===== config.mk =====
export PLATFORM = sky130hd
export DESIGN_NAME = keypad_event_fifo
export DESIGN_NICKNAME = d
export VERILOG_FILES = /design/src/rtl/keypad_pkg.sv /design/src/rtl/kp_sync_fifo.sv /design/src/rtl/keypad_event_fifo.sv
export SDC_FILE = /design/constraint.sdc
export NUM_CORES = 1
export LEC_CHECK = 0
export ABC_AREA = 1
export CAP_MARGIN = 20
export CORE_ASPECT_RATIO = 1.5
export CORE_MARGIN = 8
export CORE_UTILIZATION = 38
export DETAILED_ROUTE_END_ITERATION = 10
export DONT_BUFFER_PORTS = 1
export PLACE_DENSITY = 0.58
export SYNTH_ARGS = -nofsm -noshare
export SYNTH_HDL_FRONTEND = slang
export SYNTH_SLANG_ARGS = --single-unit

===== constraint.sdc =====
create_clock -name clk -period 2.1 [get_ports clk]
set_input_delay 0.525 -clock clk [delete_from_list [all_inputs] [get_ports clk]]
set_output_delay 0.525 -clock clk [all_outputs]
set_load 0.05 [all_outputs]

===== src/rtl/keypad_pkg.sv =====
// keypad_pkg: shared types and constants for the keypad event path.
//   kp_state_t       - debounce FSM states
//   KEY_0..KEY_F     - key codes, matching the column scanner encoding
//   DEBOUNCE_DEFAULT - default debounce length (10 ms at 100 MHz)
package keypad_pkg;

  typedef enum logic [1:0] {IDLE, PRESS_WAIT, HELD, REL_WAIT} kp_state_t;

  localparam logic [3:0] KEY_0 = 4'h0;
  localparam logic [3:0] KEY_1 = 4'h1;
  localparam logic [3:0] KEY_2 = 4'h2;
  localparam logic [3:0] KEY_3 = 4'h3;
  localparam logic [3:0] KEY_4 = 4'h4;
  localparam logic [3:0] KEY_5 = 4'h5;
  localparam logic [3:0] KEY_6 = 4'h6;
  localparam logic [3:0] KEY_7 = 4'h7;
  localparam logic [3:0] KEY_8 = 4'h8;
  localparam logic [3:0] KEY_9 = 4'h9;
  localparam logic [3:0] KEY_A = 4'hA;
  localparam logic [3:0] KEY_B = 4'hB;
  localparam logic [3:0] KEY_C = 4'hC;
  localparam logic [3:0] KEY_D = 4'hD;
  localparam logic [3:0] KEY_E = 4'hE;
  localparam logic [3:0] KEY_F = 4'hF;

  localparam int DEBOUNCE_DEFAULT = 1_000_000;

endpackage


===== src/rtl/kp_sync_fifo.sv =====
// kp_sync_fifo: small synchronous first-word-fall-through FIFO.
// Ports:
//   clk, rst   - clock, synchronous active-high reset
//   push       - write request, push_data is the entry
//   pop        - read strobe; the head is removed at the clock edge
//   rd_data    - oldest entry (forced to 0 while empty)
//   full/empty - occupancy status, derived from count
//   count      - number of stored entries
//   drop       - a push is being discarded this cycle (full, no pop)
module kp_sync_fifo #(
  parameter int WIDTH = 4,
  parameter int DEPTH = 8
) (
  input  logic                     clk,
  input  logic                     rst,
  input  logic                     push,
  input  logic [WIDTH-1:0]         push_data,
  input  logic                     pop,
  output logic [WIDTH-1:0]         rd_data,
  output logic                     full,
  output logic                     empty,
  output logic [$clog2(DEPTH):0]   count,
  output logic                     drop
);

  localparam int AW = $clog2(DEPTH);

  // Tiny storage; a combinational read is needed so the head is visible
  // in the cycle it becomes oldest.
  logic [WIDTH-1:0] mem [DEPTH];
  logic [AW-1:0]    wr_ptr_reg;
  logic [AW-1:0]    rd_ptr_reg;
  logic [AW:0]      count_reg;
  logic             pop_eff;
  logic             push_eff;

  assign empty    = (count_reg == '0);
  assign full     = (count_reg == (AW+1)'(DEPTH));
  assign pop_eff  = pop & ~empty;
  // A simultaneous pop frees the slot, so a push into a full FIFO still lands.
  assign push_eff = push & (~full | pop_eff);
  assign drop     = push & full & ~pop_eff;
  assign count    = count_reg;
  assign rd_data  = empty ? '0 : mem[rd_ptr_reg];

  always_ff @(posedge clk) begin
    if (push_eff) begin
      mem[wr_ptr_reg] <= push_data;
    end
  end

  // Pointers wrap naturally; count alone decides full/empty.
  always_ff @(posedge clk) begin
    if (rst) begin
      wr_ptr_reg <= '0;
      rd_ptr_reg <= '0;
      count_reg  <= '0;
    end else begin
      if (push_eff) wr_ptr_reg <= wr_ptr_reg + 1'b1;
      if (pop_eff)  rd_ptr_reg <= rd_ptr_reg + 1'b1;
      case ({push_eff, pop_eff})
        2'b10:   count_reg <= count_reg + 1'b1;
        2'b01:   count_reg <= count_reg - 1'b1;
        default: count_reg <= count_reg;
      endcase
    end
  end

endmodule


===== src/rtl/keypad_event_fifo.sv =====
// keypad_event_fifo: debounces the scanner's "any key pressed" flag, emits
// one key-code event per debounced press (no auto-repeat) and queues the
// codes in a FWFT FIFO read by the CPU.
// Ports:
//   clk, rst    - clock, synchronous active-high reset
//   key_in      - scanner key code
//   pressed_in  - scanner per-column pressed flags
//   pop         - CPU read strobe
//   clr_ovf     - clears the sticky overflow flag
//   rd_data     - FIFO head (valid while empty=0)
//   empty/count - FIFO status
//   overflow    - sticky: a press was lost to a full FIFO
//   irq         - registered ~empty
module keypad_event_fifo
  import keypad_pkg::*;
#(
  parameter int DEBOUNCE_CYCLES = DEBOUNCE_DEFAULT,
  parameter int DEPTH           = 8
) (
  input  logic                   clk,
  input  logic                   rst,
  input  logic [3:0]             key_in,
  input  logic [3:0]             pressed_in,
  input  logic                   pop,
  input  logic                   clr_ovf,
  output logic [3:0]             rd_data,
  output logic                   empty,
  output logic [$clog2(DEPTH):0] count,
  output logic                   overflow,
  output logic                   irq
);

  localparam logic [23:0] CNT_LAST = 24'(DEBOUNCE_CYCLES - 1);

  logic [3:0]  pressed_reg;
  logic [3:0]  key_reg;
  logic        any_p;
  kp_state_t   state_reg;
  logic [23:0] cnt_reg;
  logic        push_reg;
  logic [3:0]  push_key_reg;
  logic        overflow_reg;
  logic        irq_reg;
  logic        fifo_empty;
  logic        fifo_drop;
  logic        fifo_full_unused;

  assign any_p = |pressed_reg;

  // Single-process FSM. The push is a registered strobe issued on entry to
  // HELD, carrying the key code seen in that same cycle; the FIFO writes it
  // one edge later. The ">=" compare makes DEBOUNCE_CYCLES=1 accept on the
  // first qualifying cycle and is identical to "==" for larger values.
  always_ff @(posedge clk) begin
    if (rst) begin
      pressed_reg  <= '0;
      key_reg      <= '0;
      state_reg    <= IDLE;
      cnt_reg      <= '0;
      push_reg     <= 1'b0;
      push_key_reg <= '0;
      overflow_reg <= 1'b0;
      irq_reg      <= 1'b0;
    end else begin
      pressed_reg <= pressed_in;
      key_reg     <= key_in;
      push_reg    <= 1'b0;
      irq_reg     <= ~fifo_empty;

      // Set wins over clear.
      if (fifo_drop)    overflow_reg <= 1'b1;
      else if (clr_ovf) overflow_reg <= 1'b0;

      case (state_reg)
        IDLE: begin
          if (any_p) begin
            state_reg <= PRESS_WAIT;
            cnt_reg   <= 24'd1;
          end
        end
        PRESS_WAIT: begin
          if (!any_p) begin
            state_reg <= IDLE;
            cnt_reg   <= '0;
          end else if (cnt_reg >= CNT_LAST) begin
            state_reg    <= HELD;
            cnt_reg      <= '0;
            push_reg     <= 1'b1;
            push_key_reg <= key_reg;
          end else begin
            cnt_reg <= cnt_reg + 24'd1;
          end
        end
        HELD: begin
          if (!any_p) begin
            state_reg <= REL_WAIT;
            cnt_reg   <= 24'd1;
          end
        end
        REL_WAIT: begin
          if (any_p) begin
            state_reg <= HELD;
            cnt_reg   <= '0;
          end else if (cnt_reg >= CNT_LAST) begin
            state_reg <= IDLE;
            cnt_reg   <= '0;
          end else begin
            cnt_reg <= cnt_reg + 24'd1;
          end
        end
        default: begin
          state_reg <= IDLE;
          cnt_reg   <= '0;
        end
      endcase
    end
  end

  // The full flag is not needed here: drop already covers the full case.
  kp_sync_fifo #(
    .WIDTH (4),
    .DEPTH (DEPTH)
  ) u_fifo (
    .clk       (clk),
    .rst       (rst),
    .push      (push_reg),
    .push_data (push_key_reg),
    .pop       (pop),
    .rd_data   (rd_data),
    .full      (fifo_full_unused),
    .empty     (fifo_empty),
    .count     (count),
    .drop      (fifo_drop)
  );

  assign empty    = fifo_empty;
  assign overflow = overflow_reg;
  assign irq      = irq_reg;

endmodule


==> results.sh <==
export IMPL_outcome="complete, but fails checks"
export IMPL_violations="setup timing"
export IMPL_synth_edff_count=32
export IMPL_via_count=2991
export IMPL_synthFlopType="dfxtp_1"
export IMPL_internal_power_mw=3.421
export IMPL_startpoint_type="flip-flop"
export IMPL_powerDensity_mw_per_mm2=1096
export IMPL_initial_utilization_pct=38.24
export IMPL_min_path_cells=1
export IMPL_first_global_vias=2970
export IMPL_synth_top_area_share_pct=27.14
export IMPL_nets=494
export IMPL_synth_mux_area_share_pct=0
export IMPL_p_leak_nw=1.864
export IMPL_cts_clk_slew_worst_paths_ps=70
export IMPL_instances_no_fill=624
export IMPL_grt_first_pass_wirelength_mm=13.94
export IMPL_hold_slack_ps=250.2
export IMPL_cts_sinks=86
export IMPL_period_minus_slack_ps=2133
export IMPL_multi_input_area_sq_mm=0.001779
export IMPL_synth_compound_area_share_pct=13.41
export IMPL_numCtsBuffers=9
export IMPL_finalSetupViolCount=4
export IMPL_holdCritStartpoint="rst"
export IMPL_tritoncts="built"
export IMPL_ff2ff_path_depth=12
export IMPL_dp_hpwl_mm=5.911
export IMPL_synth_top_area_cell="dfxtp_1"
export IMPL_drt_initial_drc_count=113
export IMPL_finalClockSkew_ps=7.755
export IMPL_synth_xor_area_share_pct=0.6595
export IMPL_grt_usage_pct=12.49
export IMPL_crit_path_cell_trace="buf_8 > nor2_2 > o32ai_2 > nor2_1 > nor2_2 > buf_12"
export IMPL_design_power_total_mw=5.247
export IMPL_route_detailed_drc=0
export IMPL_yosysUniqueCellTypes=36
export IMPL_cts_root_buf="clkbuf_16"
export IMPL_reg2reg_from="u_fifo.count[3]$_SDFFE_PP0P_"
export IMPL_die_area_sq_mm=0.01408
export IMPL_n_antenna_cell=0
export IMPL_path_max_fanout=8
export IMPL_hold_viol=0
export IMPL_vias_per_cell=4.793
export IMPL_grt_ovfl_total=0
export IMPL_drtPass1Iterations=6
export IMPL_r2r_end="u_fifo.count[3]$_SDFFE_PP0P_"
export IMPL_critPathMaxStageDelay_ps=410
export IMPL_hold_buffers=0
export IMPL_rows=46
export IMPL_drt_wl_total_mm=8.304
export IMPL_numPortBuffers=0
export IMPL_cts_htree_levels=3
export IMPL_clock_path_buffers=2
export IMPL_die_w_um=99.60
export IMPL_synth_top_family_by_area="simple AND/OR/NAND/NOR gates"
export IMPL_wl_per_cell_um=13.31
export IMPL_clock_latency_ps=340
export IMPL_slew_headroom_pct=60.46
export IMPL_r2r_slack_ps=240
export IMPL_fmax_mhz=468.8
export IMPL_period_share_pct=101.6
export IMPL_ys_warn_count=0
export IMPL_drive_gt1_share_pct=24.58
export IMPL_setup_ws_ps=-33.16
export IMPL_antenna_found_initial=0
export IMPL_critPathKind="flip-flop to output port"
export IMPL_synth_seq_area_share_pct=51.26
export IMPL_grt_setup_unrepaired="yes"
export IMPL_syn_nets=476
export IMPL_hold_class="input port to flip-flop"
export IMPL_pin_count=23
export IMPL_peakVddDrop_mv=0.4811
export IMPL_syn_area_per_cell_sq_um=8.717
export IMPL_largest_reg_flops=32
export IMPL_ant_nets=0
export IMPL_synth_common_cells="83 x nand2_1, 80 x nor2_1, 54 x dfxtp_1"
export IMPL_core_area_sq_mm=0.01042
export IMPL_arrival_ps=1610
export IMPL_chipHeight_um=141.4
export IMPL_dp_cells=606
export IMPL_p_sw_mw=1.826
export IMPL_synthSimpleGateAreaFrac_pct=24.91
export IMPL_critPathCaptureType="output port"
export IMPL_syn_instance_count=457
export IMPL_netlist_area_sq_mm=0.003984
export IMPL_worst_hold_path_endpoint="cnt_reg[16]$_SDFFE_PP0P_"
export IMPL_synth_most_common_cell="nand2_1"
export IMPL_cp_required_ps=1570
export IMPL_ys_top_cells_by_area="dfxtp_1 27%, edfxtp_1 24%, nand2_1 7.8%"
export IMPL_register_area_sq_mm=0.002064
export IMPL_gp_congestion=0.7859
export IMPL_p_sw_share_pct=34.81
export IMPL_async_reset_ff_share_pct=0
export IMPL_maxCapViolations=0
export IMPL_critical_path_slowest_cell="dfxtp_4"
export IMPL_crit_path_frequent_cell="nor2_2"
export IMPL_worstMarginPinSlew_ps=592.5
export IMPL_pwr_share_seq_pct=37.9
export IMPL_power_frac_comb_pct=31.3
export IMPL_grt_max_degree=31
export IMPL_drv_slew=0
export IMPL_synth_adder_area_share_pct=2.387
export IMPL_clkPwrFrac_pct=30.8
export IMPL_ys_ff_latch=86
export IMPL_fillerInstances=977
export IMPL_area_growth_pct=20.16
kinds of logic (layout without fill, tap and decap cells):
logic type / count (synthesis) / in the layout
AOI/OAI and AO/OA: 85 / 85
xor gates and xnor gates: 3 / 3
adders and majority gates: 7 / 7
buffers and inverters: 68 / 91
DFF: 86 / 86
and+or+nand+nor: 208 / 208
through the flow:
stage               TNS [ps]  utilization (%)  area, sq um  worst slack (ps)
finish                -118.5            45.95         4787            -33.16
global route          -420.9            45.95         4787            -109.9
floorplan             -147.2                -         4055            -137.9
detailed placement   -0.5380            41.63         4337           -0.5380
CTS                   -130.5            45.34         4723            -45.12
global placement           0            41.63         4337             48.78
final cells by class:
| class | count | share of cell area (%) |
|---|---|---|
| clock inverter | 6 | 1.281 |
| tap | 144 | 3.764 |
| multi-input combinational | 303 | 37.17 |
| inverter | 54 | 4.574 |
| timing repair buffer | 21 | 4.861 |
| clock buffer | 10 | 5.227 |
| sequential | 86 | 43.13 |
power by group through the flow:
stage / sequential (mW) / combinational, mW / clock [mW]
2_1_floorplan: 2.03 / 0.956 / 0
3_3_place_gp: 1.97 / 1.42 / 0
4_1_cts: 1.97 / 1.57 / 1.66
5_1_grt: 2.00 / 1.78 / 1.74
6_report: 1.99 / 1.64 / 1.62
3_5_place_dp: 1.98 / 1.46 / 0
cells in the final DEF (no fill, tap or decap), types with 8 or more instances in the layout:
cell	instances
nand3_2	8
a21oi_2	13
nor2_1	72
o32ai_2	8
o21ai_1	12
a21oi_1	22
buf_4	15
nor2_2	10
dfxtp_1	48
nand3_1	8
o21ai_0	20
clkbuf_16	11
edfxtp_1	32
nand2_1	83
o21ai_2	8
inv_1	48
critical path: cells and delay by family, from the launching register on:
family | cells | cell delay (ps)
flops | 1 | 410
simple gates | 3 | 290
buf+inv | 2 | 300
compound gates | 1 | 260
worst max path at each step:
| stage | start | to | cells after the start |
|---|---|---|---|
| 2_1_floorplan | u_fifo.count[3]$_SDFFE_PP0P_ | u_fifo.count[3]$_SDFFE_PP0P_ | 12 |
| 3_3_place_gp | pop | u_fifo.count[3]$_SDFFE_PP0P_ | 11 |
| 3_5_place_dp | pop | u_fifo.count[3]$_SDFFE_PP0P_ | 11 |
| 4_1_cts | flip-flop | rd_data[2] | 6 |
| 5_1_grt | flip-flop | rd_data[1] | 6 |
| 6_report | flip-flop | rd_data[2] | 6 |
timing repair:
item,in CTS,in global routing
gates resized for setup,19,13
endpoints found under the setup margin,4,5
pin swaps,3,14
buffers inserted,1,0
cloned,0,1
per-layer routing:
metal	vias to the layer above	part of all wire, %	global-route usage [%]
li1	1535	-	-
met1	1412	40	12.70
met2	34	56	23.24
met3	10	2.3	2.599
met4	0	1.8	6.405
met5	-	0	0
(Power assumes the default switching activity.)
